===== config.mk =====
export PLATFORM = sky130hd
export DESIGN_NAME = date_setter_flat
export DESIGN_NICKNAME = d
export VERILOG_FILES = /design/src/rtl/date_setter_if.sv /design/src/rtl/date_setter.sv /design/src/flat_wrapper.sv
export SDC_FILE = /design/constraint.sdc
export NUM_CORES = 1
export LEC_CHECK = 0
export ABC_AREA = 1
export CORE_MARGIN = 2
export CORE_UTILIZATION = 54
export CTS_CLUSTER_DIAMETER = 150
export DETAILED_ROUTE_END_ITERATION = 6
export GPL_TIMING_DRIVEN = 0
export PLACE_DENSITY = 0.82
export SLEW_MARGIN = 20
export SYNTH_ARGS = -nofsm -noshare
export SYNTH_HDL_FRONTEND = slang
export SYNTH_SLANG_ARGS = --single-unit
export TNS_END_PERCENT = 100

===== constraint.sdc =====
create_clock -name clk -period 3.1 [get_ports clk]
set_input_delay 0.62 -clock clk [delete_from_list [all_inputs] [get_ports clk]]
set_output_delay 0.62 -clock clk [all_outputs]
set_load 0.01 [all_outputs]

===== src/rtl/date_setter_if.sv =====
// Bundle between the button debouncers / calendar counters and the date_setter
// edit controller. The slave modport is the date_setter side.
interface date_setter_if;
  logic       btn_mode;
  logic       btn_up;
  logic       btn_down;
  logic [3:0] cur_dt;
  logic [3:0] cur_du;
  logic [3:0] cur_mt;
  logic [3:0] cur_mu;
  logic       editing;
  logic [1:0] sel;
  logic [3:0] edit_dt;
  logic [3:0] edit_du;
  logic [3:0] edit_mt;
  logic [3:0] edit_mu;
  logic       load_en;
  logic [4:0] load_day;
  logic [3:0] load_month;

  modport master (
    output btn_mode, btn_up, btn_down, cur_dt, cur_du, cur_mt, cur_mu,
    input  editing, sel, edit_dt, edit_du, edit_mt, edit_mu,
           load_en, load_day, load_month
  );

  modport slave (
    input  btn_mode, btn_up, btn_down, cur_dt, cur_du, cur_mt, cur_mu,
    output editing, sel, edit_dt, edit_du, edit_mt, edit_mu,
           load_en, load_day, load_month
  );
endinterface


===== src/rtl/date_setter.sv =====
// Date-edit controller: captures the BCD date, steps month then day, commits with
// a one-cycle load strobe. Optional edit abort timer: DATE_SETTER_TIMEOUT_EN.
module date_setter #(
  parameter logic [31:0] TIMEOUT_CYCLES = 32'd500_000_000
) (
  input  logic         clk,
  input  logic         rst_n,
  date_setter_if.slave bus
);

  typedef enum logic [1:0] {
    IDLE       = 2'd0,
    EDIT_MONTH = 2'd1,
    EDIT_DAY   = 2'd2,
    COMMIT     = 2'd3
  } state_t;

  function automatic logic [4:0] month_max(input logic [3:0] m);
    case (m)
      4'd2:                        month_max = 5'd28;
      4'd4, 4'd6, 4'd9, 4'd11:     month_max = 5'd30;
      default:                     month_max = 5'd31;
    endcase
  endfunction

  // Values are at most 31, so tens is found by comparison instead of a divider.
  function automatic logic [7:0] to_bcd(input logic [4:0] v);
    if (v >= 5'd30) begin
      to_bcd = {4'd3, 4'(v - 5'd30)};
    end else if (v >= 5'd20) begin
      to_bcd = {4'd2, 4'(v - 5'd20)};
    end else if (v >= 5'd10) begin
      to_bcd = {4'd1, 4'(v - 5'd10)};
    end else begin
      to_bcd = {4'd0, v[3:0]};
    end
  endfunction

  if (TIMEOUT_CYCLES < 32'd1) begin : g_bad_timeout
    $error("TIMEOUT_CYCLES must be non-zero");
  end

  state_t      state_r, state_s;
  logic [4:0]  d_r, d_s;
  logic [3:0]  m_r, m_s;
  logic [4:0]  load_day_r;
  logic [3:0]  load_month_r;
  logic [7:0]  cap_m_s, cap_d_s;
  logic [3:0]  cap_month_s;
  logic [4:0]  cap_max_s, cap_day_s, max_r_s, new_max_s;
  logic        step_up_s, step_dn_s, any_btn_s, in_edit_s, timeout_s;
  logic [7:0]  day_bcd_s, month_bcd_s;
  logic [1:0]  sel_s;

  assign cap_m_s   = ({4'd0, bus.cur_mt} * 8'd10) + {4'd0, bus.cur_mu};
  assign cap_d_s   = ({4'd0, bus.cur_dt} * 8'd10) + {4'd0, bus.cur_du};
  assign step_up_s = bus.btn_up & ~bus.btn_down & ~bus.btn_mode;
  assign step_dn_s = bus.btn_down & ~bus.btn_up & ~bus.btn_mode;
  assign any_btn_s = bus.btn_mode | bus.btn_up | bus.btn_down;
  assign in_edit_s = (state_r == EDIT_MONTH) || (state_r == EDIT_DAY);
  assign max_r_s   = month_max(m_r);

  // Legalise the captured date: bad month becomes January, day clamped to 1..max.
  always_comb begin
    cap_month_s = 4'd1;
    cap_day_s   = 5'd1;
    if ((cap_m_s == 8'd0) || (cap_m_s > 8'd12)) begin
      cap_month_s = 4'd1;
    end else begin
      cap_month_s = cap_m_s[3:0];
    end
    cap_max_s = month_max(cap_month_s);
    if (cap_d_s == 8'd0) begin
      cap_day_s = 5'd1;
    end else if (cap_d_s > {3'd0, cap_max_s}) begin
      cap_day_s = cap_max_s;
    end else begin
      cap_day_s = cap_d_s[4:0];
    end
  end

`ifdef DATE_SETTER_TIMEOUT_EN
  logic [31:0] cnt_r, cnt_s;

  assign timeout_s = in_edit_s && !any_btn_s && (cnt_r == (TIMEOUT_CYCLES - 32'd1));

  // Idle counter restarts on state entry and on every button pulse.
  always_comb begin
    cnt_s = 32'd0;
    if (in_edit_s && (state_s == state_r) && !any_btn_s) begin
      cnt_s = cnt_r + 32'd1;
    end else begin
      cnt_s = 32'd0;
    end
  end

  // Idle counter register.
  always_ff @(posedge clk or negedge rst_n) begin
    if (!rst_n) begin
      cnt_r <= 32'd0;
    end else begin
      cnt_r <= cnt_s;
    end
  end
`else
  assign timeout_s = 1'b0;
`endif

  // Next state and working-register update; btn_mode outranks the step buttons.
  always_comb begin
    state_s   = state_r;
    d_s       = d_r;
    m_s       = m_r;
    new_max_s = max_r_s;
    case (state_r)
      IDLE: begin
        if (bus.btn_mode) begin
          state_s = EDIT_MONTH;
          m_s     = cap_month_s;
          d_s     = cap_day_s;
        end else begin
          state_s = IDLE;
        end
      end
      EDIT_MONTH: begin
        if (bus.btn_mode) begin
          state_s = EDIT_DAY;
        end else if (timeout_s) begin
          state_s = IDLE;
        end else if (step_up_s || step_dn_s) begin
          if (step_up_s) begin
            m_s = (m_r == 4'd12) ? 4'd1 : (m_r + 4'd1);
          end else begin
            m_s = (m_r == 4'd1) ? 4'd12 : (m_r - 4'd1);
          end
          new_max_s = month_max(m_s);
          d_s       = (d_r > new_max_s) ? new_max_s : d_r;
        end else begin
          state_s = EDIT_MONTH;
        end
      end
      EDIT_DAY: begin
        if (bus.btn_mode) begin
          state_s = COMMIT;
        end else if (timeout_s) begin
          state_s = IDLE;
        end else if (step_up_s) begin
          d_s = (d_r == max_r_s) ? 5'd1 : (d_r + 5'd1);
        end else if (step_dn_s) begin
          d_s = (d_r == 5'd1) ? max_r_s : (d_r - 5'd1);
        end else begin
          state_s = EDIT_DAY;
        end
      end
      COMMIT: begin
        state_s = IDLE;
      end
      default: begin
        state_s = IDLE;
      end
    endcase
  end

  // State and working registers.
  always_ff @(posedge clk or negedge rst_n) begin
    if (!rst_n) begin
      state_r <= IDLE;
      d_r     <= 5'd1;
      m_r     <= 4'd1;
    end else begin
      state_r <= state_s;
      d_r     <= d_s;
      m_r     <= m_s;
    end
  end

  // Commit values are latched on the edge that enters COMMIT and held afterwards.
  always_ff @(posedge clk or negedge rst_n) begin
    if (!rst_n) begin
      load_day_r   <= 5'd1;
      load_month_r <= 4'd1;
    end else if ((state_r == EDIT_DAY) && bus.btn_mode) begin
      load_day_r   <= d_r;
      load_month_r <= m_r;
    end else begin
      load_day_r   <= load_day_r;
      load_month_r <= load_month_r;
    end
  end

  // Field-select code for the display blink.
  always_comb begin
    sel_s = 2'b00;
    case (state_r)
      EDIT_MONTH: sel_s = 2'b01;
      EDIT_DAY:   sel_s = 2'b10;
      default:    sel_s = 2'b00;
    endcase
  end

  assign day_bcd_s   = to_bcd(d_r);
  assign month_bcd_s = to_bcd({1'b0, m_r});

  assign bus.editing    = in_edit_s;
  assign bus.sel        = sel_s;
  assign bus.edit_dt    = day_bcd_s[7:4];
  assign bus.edit_du    = day_bcd_s[3:0];
  assign bus.edit_mt    = month_bcd_s[7:4];
  assign bus.edit_mu    = month_bcd_s[3:0];
  assign bus.load_en    = (state_r == COMMIT);
  assign bus.load_day   = load_day_r;
  assign bus.load_month = load_month_r;

endmodule


===== src/flat_wrapper.sv =====
// flat-port wrapper written by rule: the top's interface ports become plain ports
module date_setter_flat 
#(
  parameter logic [31:0] TIMEOUT_CYCLES = 32'd500_000_000
)
  (clk, rst_n, bus_btn_mode, bus_btn_up, bus_btn_down, bus_cur_dt, bus_cur_du, bus_cur_mt, bus_cur_mu, bus_editing, bus_sel, bus_edit_dt, bus_edit_du, bus_edit_mt, bus_edit_mu, bus_load_en, bus_load_day, bus_load_month);
  date_setter_if bus_i ();
  input  logic clk;
  input  logic rst_n;
  input wire logic [$bits(bus_i.btn_mode)-1:0] bus_btn_mode;
  input wire logic [$bits(bus_i.btn_up)-1:0] bus_btn_up;
  input wire logic [$bits(bus_i.btn_down)-1:0] bus_btn_down;
  input wire logic [$bits(bus_i.cur_dt)-1:0] bus_cur_dt;
  input wire logic [$bits(bus_i.cur_du)-1:0] bus_cur_du;
  input wire logic [$bits(bus_i.cur_mt)-1:0] bus_cur_mt;
  input wire logic [$bits(bus_i.cur_mu)-1:0] bus_cur_mu;
  output wire logic [$bits(bus_i.editing)-1:0] bus_editing;
  output wire logic [$bits(bus_i.sel)-1:0] bus_sel;
  output wire logic [$bits(bus_i.edit_dt)-1:0] bus_edit_dt;
  output wire logic [$bits(bus_i.edit_du)-1:0] bus_edit_du;
  output wire logic [$bits(bus_i.edit_mt)-1:0] bus_edit_mt;
  output wire logic [$bits(bus_i.edit_mu)-1:0] bus_edit_mu;
  output wire logic [$bits(bus_i.load_en)-1:0] bus_load_en;
  output wire logic [$bits(bus_i.load_day)-1:0] bus_load_day;
  output wire logic [$bits(bus_i.load_month)-1:0] bus_load_month;
  assign bus_i.btn_mode = bus_btn_mode;
  assign bus_i.btn_up = bus_btn_up;
  assign bus_i.btn_down = bus_btn_down;
  assign bus_i.cur_dt = bus_cur_dt;
  assign bus_i.cur_du = bus_cur_du;
  assign bus_i.cur_mt = bus_cur_mt;
  assign bus_i.cur_mu = bus_cur_mu;
  assign bus_editing = bus_i.editing;
  assign bus_sel = bus_i.sel;
  assign bus_edit_dt = bus_i.edit_dt;
  assign bus_edit_du = bus_i.edit_du;
  assign bus_edit_mt = bus_i.edit_mt;
  assign bus_edit_mu = bus_i.edit_mu;
  assign bus_load_en = bus_i.load_en;
  assign bus_load_day = bus_i.load_day;
  assign bus_load_month = bus_i.load_month;
  date_setter #(.TIMEOUT_CYCLES(TIMEOUT_CYCLES)) u_core (.clk(clk), .rst_n(rst_n), .bus(bus_i));
endmodule

==> run metrics <==
largest net degree at the start of global routing=21; Arr. time, crit path=3.99 ns; complex-gate fraction of the synthesized area=13.0%; worst-skew pair later-pin latency=0.26 ns; CTS tree=yes; critical path class=input pin to flop; violated checks=setup timing; r2r setup slk=0.23 ns; Syn. warnings=0; top cell type's share of synthesized area=18.8%; Pwr Density=851 nW/um2; fin crit share=122%; IO Port Bufs=44; Final setup viols=5; Die H=75.9 um; relative slew slack=37.9%; total power draw=3.25 mW; # fillers=390; RSZ-0062 raised after global routing=yes; leading area contributor after synthesis=ha_1; Synth Area in XOR/XNOR=5.02%; largest family of logic cells by synthesized area=simple AND/OR/NAND/NOR gates; flops & latches, synth=20; DRC=0; CTS Root Cell=clkbuf_8; worst hold path class=flop to flop; Fmax=264 MHz; Critical Path RT=3.30 ns; TritonRoute pass-1 iters=4; reg2reg start=u_core.m_r[0]$_DFFE_PN1P_; Initial Util=55.4%; min-delay src=u_core.bus.load_day[1]$_DFFE_PN0P_; fin util=75.8%; Hold EP=u_core.bus.load_day[1]$_DFFE_PN0P_; Synth Area in Adders=21.7%; Critical Path Fanout Max=6; maximum VDD drop=0.000413 V; grt total ovfl=0; die width=75.9 um; RR Endpoint=u_core.d_r[0]$_DFFE_PN1P_; share of cells above drive strength 1=20.3%; status=complete, but fails checks; Worst-path clk slew=0.08 ns; Mapped Area=2790 um2; Final Max Slew Viols=0; worst hold stages=2; row count=26; nets@finish=566; Sink Count=20; Mean Syn Cell Area=6.75 um2; number of max-cap violations=0; Pint=1.62 mW; Clock H-tree levels=1; Clock Power Share=6.3%; area grow syn2layout=36.8%; Detailed Route WL=7.37 mm; HPWL after DPL=4.98 mm; diode count=0; largest cells by area after synthesis=ha_1 19%, nand2_1 16%, dfrtp_1 14%; GR Util All Layers=24.4%; final setup margin=-0.695 ns; CTS Buffer Depth=2; WL/cell=13.0 um; Vias/cell=5.33; most frequent cells in the layout=116 x nand2_1, 44 x inv_1, 38 x clkdlybuf4s50_1; Psw=1.63 mW; CP Launch Type=input pin; Die Area=5770 um2; worst clock skew=0.00146 ns; global-route wire length before repair=11.9 mm; vias in the first global route=2790; Final Hold Violating Endpoints=0; Core Area=5040 um2; synthesized instance count=414; Leak Pwr=1.96 nW; minimum clock period=3.79 ns; remaining antenna violation count=0; Slew @ Worst Pin=0.929 ns; commonest non-fill, non-tap cell in the layout=nand2_1; DR iter-0 viols=206; gpl congestion=0.863; switching share of power=50.3%; power share of the combinational group=76.8%; DR vias=3025; Sequential Power Share=16.9%; post-synthesis mux area share=0.358%; initial antenna violation count=0; top-level port count=50; Worst Setup End Kind=flop; register area share after synthesis=18.1%; worst r2r path cells=19; Simple-Gate Fraction of Synth Area=30.9%; TritonCTS buffer count=3; Netlist cell types=35
cell usage after synthesis:
library cell / number
xnor2_1: 6
conb_1: 1
inv_1: 48
o21ai_1: 4
nor2_2: 1
nor2_4: 3
nor3_1: 4
nor3_4: 1
nand3_2: 2
fa_1: 4
nand3_1: 29
xor2_1: 10
o211ai_1: 5
o21ai_0: 24
buf_6: 2
clkbuf_1: 3
inv_2: 6
a211oi_1: 6
a22oi_1: 1
a21oi_1: 18
nand2_1: 121
dfstp_2: 4
clkbuf_2: 1
a31oi_1: 2
ha_1: 42
mux2i_1: 1
o21bai_1: 2
nand3b_1: 1
o21a_1: 1
buf_4: 8
nor2_1: 26
nand4_1: 6
dfrtp_1: 16
nand2_2: 4
a31o_2: 1
worst max path at each step:
stage | startpoint | end | slack, ns
floorplan | bus_cur_mt[1] | u_core.d_r[1]$_DFFE_PN0P_ | -0.40
CTS | bus_cur_mt[3] | u_core.d_r[1]$_DFFE_PN0P_ | -0.57
detailed placement | bus_cur_mt[1] | u_core.d_r[1]$_DFFE_PN0P_ | -1.37
global placement | bus_cur_mt[1] | u_core.d_r[1]$_DFFE_PN0P_ | -1.28
finish | bus_cur_mt[1] | u_core.d_r[0]$_DFFE_PN1P_ | -0.69
global route | bus_cur_mt[1] | u_core.d_r[1]$_DFFE_PN0P_ | -0.86
layout make-up:
type                       instances  area [um2]  area share (%)
buffer                            14        98.8            2.59
clock buffer                       4        55.1            1.44
inverter                          54         205            5.37
multi-input combinational        330        2130            55.9
sequential                        20         505            13.2
tap                               70        87.6            2.29
timing repair buffer              76         734            19.2
power by group through the flow:
| stage | Sequential, mW | Clock [mW] | Combinational, mW |
|---|---|---|---|
| 3_3_place_gp | 0.558 | 0 | 2.22 |
| 3_5_place_dp | 0.564 | 0 | 2.28 |
| 5_1_grt | 0.570 | 0.213 | 2.80 |
| 2_1_floorplan | 0.554 | 0 | 1.52 |
| 4_1_cts | 0.543 | 0.207 | 2.38 |
| 6_report | 0.548 | 0.206 | 2.50 |
cell families after synthesis:
family,Yosys count
xor gates and xnor gates,16
DFF,20
and+or+nand+nor,198
muxes,1
AOI/OAI and AO/OA,64
buffers and inverters,68
other,1
adders and majority gates,46
registers in the layout, indices dropped and copies added, names as in the netlist, named ones only:
| register | cells |
|---|---|
| u_core.bus.load_month | 4 |
| u_core.m_r | 4 |
| u_core.d_r | 5 |
| u_core.bus.load_day | 5 |
| u_core.state_r | 1 |
what timing repair did:
action | in CTS | in global routing
hold buffers | 0 | 0
pin swaps | 21 | 27
endpoints found under the setup margin | 5 | 10
endpoints found under the hold margin | 0 | 0
gates cloned | 0 | 0
setup buffers | 27 | 5
resized for setup | 34 | 34
routing by layer:
| layer | wire (um) | track usage, % | vias to the layer above |
|---|---|---|---|
| li1 | - | - | 1500 |
| met1 | 3080 | 29.4 | 1380 |
| met2 | 3720 | 44.1 | 117 |
| met3 | 339 | 2.50 | 28 |
| met4 | 231 | 10.2 | 0 |
| met5 | 0 | 0 | - |
per-stage QoR:
stage / instances / TNS (ns) / hold WS, ns / setup slack [ns] / instance area [um2]
finish: 568 / -2.71 / 0.483 / -0.695 / 3820
CTS: 563 / -2.32 / 0.491 / -0.571 / 3670
floorplan: 418 / -1.25 / 0.324 / -0.401 / 2840
detailed placement: 532 / -5.76 / 0.472 / -1.37 / 3370
global route: 568 / -3.58 / 0.510 / -0.857 / 3820
global placement: 532 / -5.14 / 0.465 / -1.28 / 3370
worst max-delay path, stage by stage:
cell      delay, ns
buf_8          0.10
ha_4           0.23
ha_4           0.16
fa_2           0.57
nand2_2        0.06
nor2_1         0.08
nand2_1        0.10
nand3_2        0.08
nand2_2        0.06
nor2_4         0.19
o211ai_1       0.17
nand2_2        0.14
inv_2          0.05
buf_4          0.12
ha_1           0.29
a211oi_2       0.23
o211ai_1       0.14
nand2_1        0.14
nor2_1         0.08
nor2_1         0.13
nand2_1        0.08
nand2_1        0.09
nand2_1        0.07
Note: power is estimated with default switching activity, not from simulation.
